`src/rtl/alu_status_stage.sv`:
```
// alu_status_stage
//   Registered output stage after the ALU adder / overflow logic. It captures
//   the result together with carry and overflow, and derives negative and zero
//   locally. The beat is presented downstream through a valid/ready handshake.
//   A sticky overflow bit and a saturating overflow-event counter are kept for
//   status readout.
//
// Ports
//   clk_i        clock, rising edge
//   rst_n_i      asynchronous active-low reset
//   valid_i      upstream beat valid
//   ready_o      stage can accept a beat this cycle
//   result_i     ALU result [N-1:0]
//   c_i, v_i     ALU carry-out / overflow
//   valid_o      registered beat available
//   ready_i      downstream accepts the beat
//   result_o     registered result [N-1:0]
//   flags_o      registered {N,Z,C,V}
//   clear_i      synchronous clear of sticky bit and counter
//   sticky_v_o   set once any accepted beat carried overflow
//   ovf_count_o  saturating count of accepted overflow beats [CW-1:0]
module alu_status_stage #(
  parameter int unsigned N  = 4,
  parameter int unsigned CW = 4
) (
  input  logic          clk_i,
  input  logic          rst_n_i,
  input  logic          valid_i,
  output logic          ready_o,
  input  logic [N-1:0]  result_i,
  input  logic          c_i,
  input  logic          v_i,
  output logic          valid_o,
  input  logic          ready_i,
  output logic [N-1:0]  result_o,
  output logic [3:0]    flags_o,
  input  logic          clear_i,
  output logic          sticky_v_o,
  output logic [CW-1:0] ovf_count_o
);

  typedef enum logic {EMPTY = 1'b0, FULL = 1'b1} state_t;

  state_t state;
  state_t state_nxt;
  logic   accept;
  logic   ovf_event;

  // The slot frees up in the same cycle the held beat is taken downstream.
  assign ready_o   = (state == EMPTY) || ready_i;
  assign valid_o   = (state == FULL);
  assign accept    = valid_i && ready_o;
  assign ovf_event = accept && v_i;

  always_ff @(posedge clk_i or negedge rst_n_i) begin
    if (!rst_n_i) begin
      state <= EMPTY;
    end else begin
      state <= state_nxt;
    end
  end

  always_comb begin
    state_nxt = state;
    unique case (state)
      EMPTY: if (accept) state_nxt = FULL;
      FULL: begin
        if (ready_i && !accept) state_nxt = EMPTY;
      end
      default: state_nxt = EMPTY;
    endcase
  end

  always_ff @(posedge clk_i or negedge rst_n_i) begin
    if (!rst_n_i) begin
      result_o <= '0;
      flags_o  <= '0;
    end else if (accept) begin
      result_o <= result_i;
      flags_o  <= {result_i[N-1], (result_i == '0), c_i, v_i};
    end
  end

  // An overflow event arriving with clear_i survives the clear as the first
  // event of the new window.
  always_ff @(posedge clk_i or negedge rst_n_i) begin
    if (!rst_n_i) begin
      sticky_v_o  <= 1'b0;
      ovf_count_o <= '0;
    end else if (clear_i) begin
      sticky_v_o  <= ovf_event;
      ovf_count_o <= ovf_event ? CW'(1) : '0;
    end else if (ovf_event) begin
      sticky_v_o <= 1'b1;
      if (ovf_count_o != '1) begin
        ovf_count_o <= ovf_count_o + CW'(1);
      end
    end
  end

endmodule

```
`config.mk`:
```
export PLATFORM = sky130hd
export DESIGN_NAME = alu_status_stage
export DESIGN_NICKNAME = d
export VERILOG_FILES = /design/src/rtl/alu_status_stage.sv
export SDC_FILE = /design/constraint.sdc
export NUM_CORES = 1
export LEC_CHECK = 0
export CORE_UTILIZATION = 40
export CTS_CLUSTER_SIZE = 28
export DETAILED_ROUTE_END_ITERATION = 6
export HOLD_SLACK_MARGIN = 0.03
export PLACE_DENSITY = 0.75
export SETUP_SLACK_MARGIN = 0.2
export SYNTH_ARGS = -nofsm -noshare
export SYNTH_HDL_FRONTEND = slang
export SYNTH_SLANG_ARGS = --single-unit
```
`constraint.sdc`:
```
create_clock -name clk_i -period 1.4 [get_ports clk_i]
set_clock_uncertainty 0.05 [all_clocks]
set_input_delay 0.35 -clock clk_i [delete_from_list [all_inputs] [get_ports clk_i]]
set_output_delay 0.35 -clock clk_i [all_outputs]
set_load 0.005 [all_outputs]
```
==> summary.md <==
| Metric | Value |
|---|---|
| Final hold violation count | `0` |
| Synth cell types | `25` |
| Final core occ | `80.2%` |
| Fill cell count | `87` |
| Worst Hold Class | `in -> async` |
| Clk pwr share | `24.8%` |
| Clock transition at path regs | `80 ps` |
| Pre-CTS setup slack | `-459 ps` |
| CTS tree | `done` |
| Reg2reg path depth | `5` |
| Overall routing resource usage | `21.4%` |
| DRC | `0` |
| Clock Tree Root | `clkbuf_4` |
| Critical path, cell by cell | `nor2b_4 > inv_4 > buf_6` |
| Power Density | `856 nW/um2` |
| Worst EP arrival | `950 ps` |
| Worst r2r dst | `ovf_count_o[1]$_DFFE_PN0P_` |
| Status | `completed` |
| Mean post-synth cell area | `13.2 um2` |
| Area contributors post-synth | `dfrtp_1, mux2_4, a31oi_1` |
| 1st-pass router iterations | `4` |
| Slew Viols, Final | `0` |
| Critical path capture point | `ready_o` |
| Area grow syn2layout | `75.4%` |
| Vias per inst | `5.09` |
| CTS max path bufs | `2` |
| I/O Pins | `26` |
| Core Rows | `13` |
| Family with the most delay on the worst path | `flip-flops` |
| Die Area | `1740 um2` |
| Final WS setup | `50.2 ps` |
| Worst path slowest cell | `dfrtp_1` |
| Worst r2r src | `ovf_count_o[0]$_DFFE_PN0P_` |
| Dpl hpwl | `1080 um` |
| CP Data Required Time | `1000 ps` |
| Multi-input logic area | `358 um2` |
| GR Overflow Total | `0` |
| LEAKAGE | `0.547 nW` |
| Slew @ Worst Pin | `290 ps` |
| Die X | `41.7 um` |
| Minimum clock period | `1350 ps` |
| Setup CP Type | `reg -> out` |
| Post-synthesis sequential area ratio | `51.5%` |
| First-pass GRT wire length | `2750 um` |
| Setup crit start kind | `flop` |
| RSZ-0062 raised after global routing | `true` |
| Initial core utilization | `45.7%` |
| H-tree depth | `1` |
| CTS Buf Count | `3` |
| Clk Latency, worst-skew pair | `280 ps` |
| CP Max Fanout | `2` |
| GPL Wtd Cong | `0.768` |
| DRT iter0 DRCs | `6` |
| # port buffers | `25` |
| P_int | `701 uW` |
| Post-Place Cells | `95` |
| Layout Nets | `110` |
| Post-synth top area share | `51.5%` |
| Register area | `325 um2` |
| Mapped Area | `632 um2` |
| VDD IR max | `0.000690 V` |
| Worst path depth | `3` |
| Final WL | `1730 um` |
| Area leader, netlist | `dfrtp_1` |
| Layout cells sized above 1 | `60.8%` |
| Final Non-Filler Cells | `112` |
| Max cap viols | `0` |
| Die height | `41.7 um` |
| Part of the power in registers | `45.1%` |
| Ant diodes | `0` |
| Hold Slack | `320 ps` |
| Synthesized flop and latch total | `13` |
| CP bufs+invs | `2` |
| Core Area | `1380 um2` |
| Final setup vio count | `0` |
| ANT nets after route | `0` |
| Yosys warnings | `0` |
| Comb pwr share | `30.1%` |
| Max incr delay on CP | `350 ps` |
| Count of clock tree sinks | `13` |
| Syn Nets | `60` |
| Switch share | `26.2%` |
| Flop2flop setup slack | `80 ps` |
| Total Power | `949 uW` |
| Largest net degree at the start of global routing | `14` |
| Vias in the first global route | `576` |
| Cts hold-fix bufs | `0` |
| Initial antenna violation count | `0` |
| Post-Syn Instances | `48` |
| Crit share post-route | `96.4%` |
| Worst Setup SP | `valid_o$_DFF_PN0_` |
| Max Fclk | `741 MHz` |
| Critical Path End Type | `output port` |
| Slew headroom | `80.5%` |
| Vias post-DR | `570` |
| Psw | `249 uW` |
| Routed WL per cell | `15.4 um` |
-- synthesized netlist by cell type, drive strengths merged --
cell	n
a21o	1
a311oi	2
a31oi	3
and2	1
and2b	1
and3	2
buf	1
dfrtp	13
ha	1
inv	2
mux2	6
mux2i	1
nand2	2
nand2b	4
nor2	1
nor2b	2
nor3	1
nor4	1
o211ai	1
o21ai	1
o22ai	1
-- area by class of cell --
cell class              instances  area share, %
flip-flops and latches         13           29.3
repair buffers                 46           33.4
clock buffers                   4           2.37
well taps                      15           1.69
multi-input cells              32           32.3
inverters                       2          0.903
-- cell families (layout without fill, tap and decap cells) --
| logic type | Yosys count | after routing | share of synthesized area [%] |
|---|---|---|---|
| buf+inv | 3 | 52 | 2.77 |
| compound gates | 9 | 9 | 9.90 |
| flops | 13 | 13 | 51.5 |
| mux | 7 | 7 | 15.8 |
| simple gates | 15 | 15 | 18.0 |
| fa+ha+maj | 1 | 1 | 1.98 |
-- flip-flops by register name, summed over array words and instances (netlist names) --
| signal | count |
|---|---|
| result_o | 4 |
| ovf_count_o | 4 |
| valid_o | 1 |
| sticky_v_o | 1 |
| flags_o | 3 |
-- routing by layer --
metal	track usage [%]	wire (um)
met2	34.7	864
met3	5.22	90
met5	0	0
met4	11.6	39
met1	26.0	734
-- worst min path at each step --
stage | startpoint | end | slack (ps)
floorplan | rst_n_i | flags_o[0]$_DFFE_PN0P_ | 4
global placement | flags_o[0]$_DFFE_PN0P_ | flags_o[0]$_DFFE_PN0P_ | 420
detailed placement | flags_o[0]$_DFFE_PN0P_ | flags_o[0]$_DFFE_PN0P_ | 420
CTS | rst_n_i | result_o[0]$_DFFE_PN0P_ | 330
global route | rst_n_i | result_o[0]$_DFFE_PN0P_ | 340
finish | rst_n_i | flags_o[2]$_DFFE_PN0P_ | 320
-- layout by cell type, fill, tap and decap left out, drive strengths merged --
cell / count
o211ai: 1
ha: 1
mux2: 6
clkdlybuf4s50: 7
dlygate4sd2: 3
buf: 36
nor3: 1
inv: 2
o22ai: 1
a31oi: 3
nor2b: 2
and3: 2
and2: 1
clkbuf: 4
nand2: 2
a311oi: 2
dfrtp: 13
mux2i: 1
a21o: 1
and2b: 1
nor4: 1
nand2b: 4
nor2: 1
o21ai: 1
-- repair_timing --
| action | in CTS | in global routing |
|---|---|---|
| pin swaps | 9 | 3 |
| gates resized for setup | 76 | 5 |
| endpoints found under the setup margin | 27 | 26 |
| endpoints found under the hold margin | 0 | 0 |
| buffers inserted | 8 | 5 |
-- power groups by stage --
stage	sequential (mW)	combinational, mW	clock (mW)
2_1_floorplan	0.442	0.0901	0
3_3_place_gp	0.439	0.234	0
3_5_place_dp	0.440	0.238	0
4_1_cts	0.428	0.254	0.239
5_1_grt	0.433	0.306	0.260
6_report	0.428	0.286	0.235
-- through the flow --
step                      instance area, um2  TNS [ps]
after floorplan                          643         0
after global placement                   965     -3910
after detailed placement                 965     -3950
after CTS                               1050         0
after global routing                    1110     -6.40
final                                   1110         0
Power figures use the tool's default switching activity.
